--- src/rtl/blackjack_pkg.sv ---
// ============================================================================
//  Module   : blackjack_pkg
//  Purpose  : Shared round states, result codes and card valuation.
//  Revision : 1.0
// ============================================================================
`default_nettype none

package blackjack_pkg;

  typedef enum logic [3:0] {
    ST_IDLE    = 4'd0,
    ST_DEAL_P1 = 4'd1,
    ST_DEAL_D1 = 4'd2,
    ST_DEAL_P2 = 4'd3,
    ST_DEAL_D2 = 4'd4,
    ST_PLAYER  = 4'd5,
    ST_P_DRAW  = 4'd6,
    ST_DEALER  = 4'd7,
    ST_D_DRAW  = 4'd8,
    ST_RESOLVE = 4'd9,
    ST_DONE    = 4'd10
  } round_state_t;

  localparam logic [1:0] RES_NONE   = 2'b00;
  localparam logic [1:0] RES_PLAYER = 2'b01;
  localparam logic [1:0] RES_DEALER = 2'b10;
  localparam logic [1:0] RES_PUSH   = 2'b11;

  localparam int BJ_MAX       = 21;
  localparam int DEALER_STAND = 17;

  // Ace counts 1 here; the soft +10 is applied by the hand accumulator.
  function automatic logic [4:0] rank_value(input logic [3:0] rank);
    if (rank >= 4'd10) begin
      return 5'd10;
    end
    return {1'b0, rank};
  endfunction

endpackage

`default_nettype wire

--- src/rtl/blackjack_round_ctrl_hand_accum.sv ---
// ============================================================================
//  Module   : hand_accum
//  Purpose  : One hand: hard sum plus ace flag, reporting best total and bust.
//  Revision : 1.0
// ============================================================================
`default_nettype none

module hand_accum
  import blackjack_pkg::rank_value;
#(
  parameter int BJ_MAX = 21
) (
  input  logic       clk,
  input  logic       rst,
  input  logic       clear,
  input  logic       add,
  input  logic [3:0] rank,
  output logic [4:0] total,
  output logic       bust
);

  localparam logic [4:0] c_bj_max = 5'(BJ_MAX);

  logic [4:0] r_hard_sum;
  logic       r_ace_seen;

  always_ff @(posedge clk) begin
    if (rst || clear) begin
      r_hard_sum <= 5'd0;
      r_ace_seen <= 1'b0;
    end else if (add) begin
      r_hard_sum <= r_hard_sum + rank_value(rank);
      if (rank == 4'd1) begin
        r_ace_seen <= 1'b1;
      end
    end
  end

  // One ace may count 11 only while that keeps the hand at or below 21.
  assign total = (r_ace_seen && (r_hard_sum <= 5'd11)) ? (r_hard_sum + 5'd10) : r_hard_sum;
  assign bust  = (total > c_bj_max);

endmodule

`default_nettype wire

--- src/rtl/blackjack_round_ctrl.sv ---
// ============================================================================
//  Module   : blackjack_round_ctrl
//  Purpose  : Deal, player hit/stand, dealer draw-to-stand and result resolve.
//  Revision : 1.0
// ============================================================================
`default_nettype none

module blackjack_round_ctrl
  import blackjack_pkg::*;
#(
  parameter int STAND_AT = blackjack_pkg::DEALER_STAND,
  parameter int BJ_MAX   = blackjack_pkg::BJ_MAX
) (
  input  logic       clk,
  input  logic       rst,
  input  logic       start,
  input  logic       hit,
  input  logic       stand,
  input  logic       card_valid,
  input  logic [3:0] card_rank,
  output logic       card_req,
  output logic       turn,
  output logic       p_done,
  output logic [4:0] player_total,
  output logic [4:0] dealer_total,
  output logic [1:0] result,
  output logic       round_done
);

  localparam logic [4:0] c_bj_max   = 5'(BJ_MAX);
  localparam logic [4:0] c_stand_at = 5'(STAND_AT);

  round_state_t r_state;
  round_state_t w_next;
  logic [1:0]   r_result;
  logic [1:0]   w_verdict;
  logic         r_p_done;
  logic         w_accept;
  logic         w_clear;
  logic         w_p_add;
  logic         w_d_add;
  logic         w_p_bust;
  logic         w_d_bust;

  assign card_req = (r_state == ST_DEAL_P1) || (r_state == ST_DEAL_D1) ||
                    (r_state == ST_DEAL_P2) || (r_state == ST_DEAL_D2) ||
                    (r_state == ST_P_DRAW)  || (r_state == ST_D_DRAW);
  assign w_accept = card_req && card_valid;
  assign w_clear  = start && ((r_state == ST_IDLE) || (r_state == ST_DONE));
  assign w_p_add  = w_accept && ((r_state == ST_DEAL_P1) || (r_state == ST_DEAL_P2) ||
                                 (r_state == ST_P_DRAW));
  assign w_d_add  = w_accept && ((r_state == ST_DEAL_D1) || (r_state == ST_DEAL_D2) ||
                                 (r_state == ST_D_DRAW));

  hand_accum #(.BJ_MAX(BJ_MAX)) u_player_hand (
    .clk   (clk),
    .rst   (rst),
    .clear (w_clear),
    .add   (w_p_add),
    .rank  (card_rank),
    .total (player_total),
    .bust  (w_p_bust)
  );

  hand_accum #(.BJ_MAX(BJ_MAX)) u_dealer_hand (
    .clk   (clk),
    .rst   (rst),
    .clear (w_clear),
    .add   (w_d_add),
    .rank  (card_rank),
    .total (dealer_total),
    .bust  (w_d_bust)
  );

  always_comb begin
    w_next = r_state;
    case (r_state)
      ST_IDLE, ST_DONE: if (start) w_next = ST_DEAL_P1;
      ST_DEAL_P1:       if (w_accept) w_next = ST_DEAL_D1;
      ST_DEAL_D1:       if (w_accept) w_next = ST_DEAL_P2;
      ST_DEAL_P2:       if (w_accept) w_next = ST_DEAL_D2;
      ST_DEAL_D2:       if (w_accept) w_next = ST_PLAYER;
      ST_PLAYER: begin
        // Stand outranks hit when both arrive together.
        if (w_p_bust)                      w_next = ST_RESOLVE;
        else if (player_total == c_bj_max) w_next = ST_DEALER;
        else if (stand)                    w_next = ST_DEALER;
        else if (hit)                      w_next = ST_P_DRAW;
      end
      ST_P_DRAW:        if (w_accept) w_next = ST_PLAYER;
      ST_DEALER:        w_next = (dealer_total < c_stand_at) ? ST_D_DRAW : ST_RESOLVE;
      ST_D_DRAW:        if (w_accept) w_next = ST_DEALER;
      ST_RESOLVE:       w_next = ST_DONE;
      default:          w_next = ST_IDLE;
    endcase
  end

  always_comb begin
    w_verdict = RES_PUSH;
    if (w_p_bust)                          w_verdict = RES_DEALER;
    else if (w_d_bust)                     w_verdict = RES_PLAYER;
    else if (player_total > dealer_total)  w_verdict = RES_PLAYER;
    else if (player_total < dealer_total)  w_verdict = RES_DEALER;
  end

  always_ff @(posedge clk) begin
    if (rst) begin
      r_state  <= ST_IDLE;
      r_result <= RES_NONE;
      r_p_done <= 1'b0;
    end else begin
      r_state <= w_next;
      if (w_clear) begin
        r_result <= RES_NONE;
        r_p_done <= 1'b0;
      end else begin
        if ((r_state == ST_PLAYER) && ((w_next == ST_DEALER) || (w_next == ST_RESOLVE))) begin
          r_p_done <= 1'b1;
        end
        if (r_state == ST_RESOLVE) begin
          r_result <= w_verdict;
        end
      end
    end
  end

  assign turn       = (r_state == ST_DEALER) || (r_state == ST_D_DRAW) ||
                      (r_state == ST_RESOLVE) || (r_state == ST_DONE);
  assign p_done     = r_p_done;
  assign result     = r_result;
  assign round_done = (r_state == ST_DONE);

endmodule

`default_nettype wire

--- config.mk ---
export PLATFORM = sky130hd
export DESIGN_NAME = blackjack_round_ctrl
export DESIGN_NICKNAME = d
export VERILOG_FILES = /design/src/rtl/blackjack_pkg.sv /design/src/rtl/blackjack_round_ctrl_hand_accum.sv /design/src/rtl/blackjack_round_ctrl.sv
export SDC_FILE = /design/constraint.sdc
export NUM_CORES = 1
export LEC_CHECK = 0
export CAP_MARGIN = 20
export CORE_ASPECT_RATIO = 1.25
export CORE_MARGIN = 2
export CORE_UTILIZATION = 30
export CTS_BUF_LIST = sky130_fd_sc_hd__clkbuf_4 sky130_fd_sc_hd__clkbuf_8
export DETAILED_ROUTE_END_ITERATION = 10
export GPL_ROUTABILITY_DRIVEN = 0
export HOLD_SLACK_MARGIN = 0.15
export PLACE_DENSITY = 0.46
export SETUP_SLACK_MARGIN = 0.05
export SYNTH_ARGS = -nofsm -noshare
export SYNTH_HDL_FRONTEND = slang
export SYNTH_SLANG_ARGS = --single-unit
--- constraint.sdc ---
create_clock -name clk -period 3.6 [get_ports clk]
set_input_delay 0.72 -clock clk [delete_from_list [all_inputs] [get_ports clk]]
set_output_delay 0.72 -clock clk [all_outputs]
set_load 0.02 [all_outputs]
# Word level (Yosys, flattened, before mapping)
# Cells that the tools add are included.
totals:
  regBits: 19
  elab_cells: 91
  output_inout_bits: 16
classes:
  add_sub_neg: 4
  reduce_logical: 28
  order_cmp: 8
  mux: 30
  n_eq_ne: 14
op_table:
  columns: ["operator", "n"]
  rows:
  - ["$mux 5", 9]
  - ["$mux 4", 10]
  - ["$pmux 4 s9", 1]
  - ["$eq 4x3->1 const B", 5]
  - ["$eq 4x4->1 const B", 4]
  - ["$logic_or 1x1->1", 15]
  - ["$add 5x4->5 const B", 2]
  - ["$add 5x5->5", 2]
  - ["$gt 5x5->1 const B", 2]
  - ["$le 5x4->1 const B", 2]
  - ["$eq 4x1->1 const B", 2]
  - ["$eq 4x2->1 const B", 2]
  - ["$logic_and 1x1->1", 7]
  - ["$mux 1", 7]
  - ["$mux 2", 3]
  - ["$reduce_or 2->1", 3]
  - ["$eq 5x5->1 const B", 1]
  - ["$gt 5x5->1", 1]
  - ["$lt 5x5->1", 1]
  - ["$lt 5x5->1 const B", 1]
  - ["$ge 4x4->1 const B", 1]
  - ["$logic_not 4->1", 1]
  - ["$reduce_and 2->1", 2]

# Depth between registers and ports, before layout
# Gate-level depths: netlist of the first run.
logic_depth:
  word_depth: 14
  mapped_depth: 15

# Cells and area by module
# From an unflattened synthesis of the first run, not the netlist that was laid out.
unflattened:
  cells_unflattened: 215
  area_unflattened_um2: 1835.5
by_module_without_submodules:
  columns: ["mod", "seq_area_each_um2", "cells_per_inst", "area_per_inst_um2", "instances"]
  rows:
  - ["hand_accum", 120.1, 60, 559.3, 2]
  - ["blackjack_round_ctrl", 140.1, 95, 716.9, 1]

# Worst setup path after synthesis of the first run
# OpenSTA, ideal clock, no wires.
synth_timing:
  kind: "register -> register"
  start: "register u_player_hand.r_hard_sum[2]"
  end: "register r_result[1], in the netlist result[1]"
  setup_ns: 0.078
  t_arrival_ns: 3.267
  slack_ns: 0.255
  path_stages_with_launch: 15
  n_path_buf: 2
  period_less_slack_ns: 3.345
  cell_sequence: "dfxtp_1 -> clkbuf_1 -> inv_1 -> ha_1 -> and4b_1 -> or3_1 -> clkbuf_2 -> o21ai_0 -> ha_1 -> a21oi_1 -> o21ai_0 -> a31o_2 -> nor3_1 -> a2111oi_0 -> nor3_1"
synth_between:
  elab_chain_len: 7
  word_cells_on_any_way: 9
  cone_classes: "add/sub: 1; order compare: 3; mux: 4; reduce/logical: 1"
synth_lines:
  columns: ["item", "line", "source"]
  rows:
  - ["start: declaration", "blackjack_round_ctrl_hand_accum.sv:24", "logic [4:0] r_hard_sum;"]
  - ["start signal: assignment", "blackjack_round_ctrl_hand_accum.sv:32", "r_hard_sum <= r_hard_sum + rank_value(rank);"]
  - ["$le 5x4->1", "blackjack_round_ctrl_hand_accum.sv:40", "assign total = (r_ace_seen && (r_hard_sum <= 5'd11)) ? (r_hard_sum + 5'd10) : r_hard_sum;"]
  - ["$logic_and 1x1->1", "blackjack_round_ctrl_hand_accum.sv:40", null]
  - ["$mux 5 (*)", "blackjack_round_ctrl_hand_accum.sv:40", null]
  - ["net player_total[2]", "blackjack_round_ctrl.sv:24", "output logic [4:0] player_total,"]
  - ["$gt 5x5->1", "blackjack_round_ctrl.sv:102", "else if (player_total > dealer_total) w_verdict = RES_PLAYER;"]
  - ["$mux 2", "blackjack_round_ctrl.sv:102", null]
  - ["$mux 2", "blackjack_round_ctrl.sv:101", "else if (w_d_bust) w_verdict = RES_PLAYER;"]
  - ["$mux 2 (*)", "blackjack_round_ctrl.sv:100", "if (w_p_bust) w_verdict = RES_DEALER;"]
  - ["end signal: assignment", "blackjack_round_ctrl.sv:121", "r_result <= w_verdict;"]
  - ["end: declaration", "blackjack_round_ctrl.sv:35", "logic [1:0] r_result;"]
# Mark *: on every way through the listed nets, which the timed path passes. The rest lies on a longest branch.
# A chain may end at the register's enable or synchronous reset.

# Worst setup path in the final report of the first run
layout_timing:
  start: "register u_player_hand.r_hard_sum[1]"
  end: "output player_total[1]"
layout_between:
  elab_chain_len: 3
  word_cells_on_any_way: 4
  cone_classes: "add/sub: 1; order compare: 1; mux: 1; reduce/logical: 1"
layout_lines:
  columns: ["item", "line"]
  rows:
  - ["$le 5x4->1", "blackjack_round_ctrl_hand_accum.sv:40"]
  - ["$logic_and 1x1->1", "blackjack_round_ctrl_hand_accum.sv:40"]
  - ["$mux 5 (*)", "blackjack_round_ctrl_hand_accum.sv:40"]
  - ["end: declaration", "blackjack_round_ctrl.sv:24"]
# Every way passes the cells marked *; elsewhere a longest branch is shown, timed or not.

==> results of run 1 <==
[cell type report]
cell class              instances  area (sq um)  area share
repair buffers                 28           273       0.130
multi-input cells             187          1260       0.600
clock buffers                   4          48.8      0.0232
inverters                      15          56.3      0.0267
well taps                      66          82.6      0.0392
flip-flops and latches         19           382       0.181
[layout by cell type (no fill, tap or decap), types with 2 or more instances in the layout]
master           Yosys  final
inv_1               15     15
clkbuf_8             0      3
dfxtp_1             19     18
nor4b_1              3      3
fa_1                 2      2
a2111oi_0            2      2
nor2b_1              7      7
o32ai_1              2      2
a21o_1               6      6
o31ai_1              2      2
buf_4                2      3
xnor2_1              7      7
a221oi_1             2      2
mux2i_1              5      5
xor2_1               2      2
and3_1               3      3
nor2_1              23     23
ha_1                16     16
a211oi_1             2      2
nand3_1              5      5
a31oi_1              2      2
nand2_1             19     19
or3_1                4      4
o21ai_0             10      9
and2_1               3      3
o211ai_1             2      2
nor3_1               7      7
a21oi_1             22     22
or2_2                3      3
o22ai_1              2      2
nand2b_1             6      6
clkdlybuf4s50_1      0     25
[worst paths after layout]
kind	end	slack (ps)
min	p_done	450
min reg2reg	p_done	450
max	player_total[1]	290
max reg2reg	result[1]	610
[state kept, by name (all words and copies together) (netlist names)]
register                  count
p_done                        1
r_state                       4
result                        2
u_dealer_hand.r_ace_seen      1
u_dealer_hand.r_hard_sum      5
u_player_hand.r_ace_seen      1
u_player_hand.r_hard_sum      5
[stage by stage]
step	instance area (sq um)	power (mW)	std cells
detailed placement	2060	0.565	315
CTS	2100	0.731	319
finish	2110	0.721	319
global route	2110	0.783	319
floorplan	1780	0.479	238
global placement	2060	0.567	315
[synthesized netlist by cell type (all sizes together) (2+ instances only)]
| cell | count |
|---|---|
| nor2 | 23 |
| a21oi | 22 |
| dfxtp | 19 |
| nand2 | 19 |
| ha | 16 |
| inv | 15 |
| clkbuf | 13 |
| o21ai | 10 |
| nor2b | 7 |
| nor3 | 7 |
| xnor2 | 7 |
| a21o | 6 |
| nand2b | 6 |
| mux2i | 5 |
| nand3 | 5 |
| buf | 4 |
| or3 | 4 |
| and2 | 3 |
| and3 | 3 |
| nor4b | 3 |
| or2 | 3 |
| a2111oi | 2 |
| a211oi | 2 |
| a221oi | 2 |
| a31oi | 2 |
| fa | 2 |
| o211ai | 2 |
| o22ai | 2 |
| o31ai | 2 |
| o32ai | 2 |
| xor2 | 2 |
[worst reg2reg max path: cells and delay by family, from the launching register on]
family	cells	cell delay [ps]
AND/OR/NAND/NOR	5	1160
adder cells (fa/ha/maj)	2	580
AO/OA/AOI/OAI	5	720
flip-flops	1	450
[per-layer routing]
| layer | GRT usage | vias to the layer above |
|---|---|---|
| met3 | 0.0168 | 4 |
| met2 | 0.265 | 25 |
| met5 | 0 | - |
| met4 | 0.0355 | 0 |
| li1 | - | 877 |
| met1 | 0.193 | 812 |
[cell families (layout without fill, tap and decap cells)]
family | after synthesis | after routing | synth area share
xor gates and xnor gates | 9 | 9 | 0.0442
and+or+nand+nor | 89 | 89 | 0.256
DFF | 19 | 19 | 0.213
muxes | 5 | 5 | 0.0281
adders and majority gates | 19 | 19 | 0.140
buffers and inverters | 32 | 47 | 0.0772
AOI/OAI and AO/OA | 65 | 65 | 0.241
[what timing repair did]
action,CTS,global route
gates resized for setup,0,2
endpoints found under the setup margin,0,2
hold endpoints to repair,0,0
[power breakdown]
| part | internal (mW) | total, mW | leakage (nW) | switching, mW |
|---|---|---|---|---|
| combinational | 0.130 | 0.279 | 0.662 | 0.149 |
| sequential | 0.226 | 0.279 | 0.154 | 0.0526 |
| clock | 0.0862 | 0.163 | 0.0262 | 0.0767 |
| total | 0.442 | 0.721 | 0.842 | 0.279 |
==> results_dict.tcl, run 1 <==
set metrics [dict create \
    clock_sinks 19 \
    clkTransAtPathRegs_ps 80 \
    synthesis.area_sq_mm 0.00178 \
    critPathMaxStageDelay_ps 660 \
    synth_top_area_share 0.213 \
    num_vias 1718 \
    cp-start-kind "register" \
    highest_layer "met4" \
    ys.flop_type "dfxtp_1" \
    setup_viol 0 \
    wl_um 4670 \
    row_count 31 \
    startpoint "u_player_hand.r_hard_sum[1]" \
    wl_met3_um 123 \
    reg2reg_depth 12 \
    ant_nets 0 \
    crit_path_max_fanout 12 \
    n_antenna_cell 0 \
    fp.dieW_um 72.9 \
    min-delay-path-class "reg -> reg" \
    synth.distinct_cells 52 \
    min_period_over_period 0.921 \
    async_flop_share 0 \
    finalHoldViolations 0 \
    drc 0 \
    status "finished clean" \
    ys_ff_latch 19 \
    die_y_um 90.2 \
    drt-met1-wl_um 2140 \
    max_clock_freq_ghz 0.302 \
    drive_gt1_frac 0.0474 \
    arrival_ps 2590 \
    p_per_area_mw_per_mm2 342 \
    crit_chain "ha_1 > and4b_1 > or3_1 > xnor2_1 > clkdlybuf4s50_1" \
    timing.critical_path.buf_inv 1 \
    min_from "p_done" \
    maxSlewViolCount 0 \
    ys_warn_count 0 \
    worst_hold_slack_ps 447 \
    setup_ws_ps 285 \
    ctsHoldBuffers 0 \
    relSlewSlack 0.566 \
    antenna_found_initial 0 \
    synth_nets 266 \
    seq_area_frac_synth 0.213 \
    cp-end-kind "output pin" \
    drt_first_pass_iters 4 \
    post-place-ws_ps 431 \
    cts_buffer_depth 2 \
    p_leak_nw 0.842 \
    ctsRootBufferMaster "clkbuf_8" \
    fin_nets 282 \
    grt-ovfl-total 0 \
    avgSynthCellArea_sq_um 7.49 \
    num-fill-cells 607 \
    dr_wl_met2_um 2350 \
    first_global_vias 1747 \
    crit_type "reg -> out" \
    syn_inst 238 \
    tightest_slew_ps 649 \
    finalSetupTns_ps 0 \
    insertion_delay_ps 260 \
    area_growth_pct 18.2 \
    ir_drop_mv 0.171 \
    yosys-top-cells-area "dfxtp_1 21%, ha_1 11%, a21oi_1 6.2%" \
    drt_iter0_drc 49 \
    cp.depth 5 \
    synth_edf_count 0 \
    fin_crit_ps 3310 \
    cts_tree "yes" \
    slowest_stage "clkdlybuf4s50_1" \
    worstReg2RegStart "u_player_hand.r_hard_sum[1]" \
    drv_cap 0 \
    postCtsSetupBuffers 0 \
    track_usage 0.151 \
    die_area_sq_mm 0.00658 \
    min_path_cells 2 \
    critical-path-top-delay-family "simple AND/OR/NAND/NOR gates" \
    htreeDepth 1 \
    initial_core_util 0.308 \
    required_ps 2880 \
    vias_per_cell 5.39 \
    synth_top_area_cell "dfxtp_1" \
    wire_per_inst_um 14.6 \
    grt_max_degree 17 \
    rsz0062_at_grt "no" \
    grt_first_pass_wirelength_um 8100 \
    finalClockSkew_ps 5.91 \
    cts_buffers 3 \
    io_buffers 25 \
    fin_util 0.364 \
    post-dp-hpwl_um 3560 \
    coreArea_sq_mm 0.00578 \
    num_io_pins 26 \
]
No activity file was read; power rests on OpenSTA's default activity.
==> run 2, diff against run 1 <==
Settings changed: CORE_ASPECT_RATIO 1.25 to unset, TNS_END_PERCENT set to 30.
==> run 2 against run 1 <==
Die area hardly changed. Final cell count increased by 3.1%. Combinational power increased by 6%. Sequential cell count stayed put. Clock power barely moved. Wire length shrank 2.9%. Total power grew 0.56%. Critical path type unchanged. Critical endpoint unchanged.
==> results_dict.tcl, run 2 (synthesis results as in run 1) <==
set metrics [dict create \
    status "finished clean" \
    first_global_vias 1500 \
    relSlewSlack 0.579 \
    final_cell_mix "25 x clkdlybuf4s50_1, 23 x nor2_1, 22 x a21oi_1" \
    min_path_cells 2 \
    r2r-end "result[1]" \
    grt_max_degree 17 \
    switching_share 0.395 \
    vias_per_cell 5.09 \
    cts-resized-gates 0 \
    fin_nets 283 \
    drv_cap 0 \
    ant_nets 0 \
    grt-ovfl-total 0 \
    drc 0 \
    reg.largest.list "u_dealer_hand.r_hard_sum x5, u_player_hand.r_hard_sum x5, r_state x4" \
    drive_gt1_frac 0.0472 \
    ir_drop_mv 0.125 \
    tightest_slew_ps 629 \
    p_leak_nw 0.843 \
    crit_type "reg -> out" \
    min_period_over_period 0.938 \
    ctsRootBufferMaster "clkbuf_8" \
    cp-end-kind "output pin" \
    p_per_area_mw_per_mm2 341 \
    clkTransAtPathRegs_ps 80 \
    setup_viol 0 \
    ctsHoldBuffers 0 \
    num-fill-cells 652 \
    drt_iter0_drc 104 \
    p_switching_mw 0.287 \
    finalHoldViolations 0 \
    worstReg2RegStart "u_player_hand.r_hard_sum[2]" \
    clock_sinks 19 \
    io_buffers 25 \
    layout_commonest_cell "clkdlybuf4s50_1" \
    grt_first_pass_wirelength_um 7330 \
    combPwrFrac 0.410 \
    arrival_ps 2660 \
    max_clock_freq_ghz 0.296 \
    row_count 28 \
    finalClockSkew_ps 3.32 \
    cts_buffers 3 \
    coreArea_sq_mm 0.00582 \
    area_growth_pct 19.2 \
    die_area_sq_mm 0.00657 \
    min_to "p_done" \
    reg2reg_depth 12 \
    post-place-ws_ps 451 \
    antenna_found_initial 0 \
    min-delay-path-class "reg -> reg" \
    finalSetupTns_ps 0 \
    total_power_mw 0.725 \
    cp-start-kind "register" \
    p_int_mw 0.438 \
    n_antenna_cell 0 \
    postCtsSetupBuffers 0 \
    rsz0062_at_grt "no" \
    num_io_pins 26 \
    required_ps 2880 \
    num_vias 1675 \
    insertion_delay_ps 260 \
    wire_per_inst_um 13.8 \
    cts_tree "yes" \
    crit_path_max_fanout 9 \
    cts_buffer_depth 2 \
    p_clk_frac 0.223 \
    track_usage 0.144 \
    wl_um 4530 \
    fin_crit_ps 3380 \
    power_frac_seq 0.367 \
    setup_ws_ps 224 \
    initial_core_util 0.306 \
    post-dp-hpwl_um 3420 \
    die_y_um 81.1 \
    r2r_setup_slack_ps 490 \
    min_from "p_done" \
    maxSlewViolCount 0 \
    htreeDepth 1 \
    drt_first_pass_iters 4 \
    fp.dieW_um 81.1 \
]
## run 2: changes by cell type in the layout (fill, tap and decap cells not counted)
cell / before / now
dfxtp_1: 18 / 19
clkbuf_4: 1 / 0
buf_4: 3 / 4
clkinvlp_4: 0 / 1
dfxtp_2: 1 / 0
## run 2: worst max-delay path by stage
stage                                      startpoint         endpoint  slack [ps]
after floorplan           u_player_hand.r_hard_sum[2]        result[1]         260
after global placement    u_player_hand.r_hard_sum[2]  player_total[2]         440
after detailed placement  u_player_hand.r_hard_sum[2]  player_total[2]         450
after CTS                 u_player_hand.r_hard_sum[2]  player_total[2]         120
after global routing      u_player_hand.r_hard_sum[2]  player_total[1]          50
final                     u_player_hand.r_hard_sum[2]  player_total[1]         220
## run 2: power groups by stage
stage / Combinational [mW] / Sequential (mW) / Clock (mW)
2_1_floorplan: 0.234 / 0.245 / 0
3_3_place_gp: 0.301 / 0.271 / 0
3_5_place_dp: 0.297 / 0.270 / 0
4_1_cts: 0.299 / 0.265 / 0.171
5_1_grt: 0.334 / 0.271 / 0.181
6_report: 0.297 / 0.266 / 0.162
## run 2: metrics by stage
step	util	instances	cell area [sq um]	hold WS, ps
floorplan	-	238	1780	438
global placement	0.357	325	2070	444
detailed placement	0.357	325	2070	445
CTS	0.365	329	2120	461
global route	0.365	329	2120	489
finish	0.365	329	2120	456
## run 2: area by class of cell
cell class / instances / area, sq um / share of cell area
inverter: 15 / 56.3 / 0.0265
clock inverter: 1 / 7.51 / 0.00354
timing repair buffer: 29 / 280 / 0.132
multi-input combinational: 187 / 1260 / 0.595
tap: 75 / 93.8 / 0.0442
sequential: 19 / 380 / 0.179
clock buffer: 3 / 41.3 / 0.0194
## run 2: per-layer routing
metal / part of all wire / vias to the layer above / global-route usage
li1: - / 880 / -
met1: 0.52 / 754 / 0.226
met2: 0.43 / 37 / 0.202
met3: 0.042 / 4 / 0.0167
met4: 0.011 / 0 / 0.0424
met5: 0 / - / 0
## run 2: critical path, cell delays in order (launching register included)
cell	delay [ps]
dfxtp_1	510
inv_1	100
ha_1	190
and4b_1	210
or3_1	470
xnor2_1	270
clkdlybuf4s50_1	650
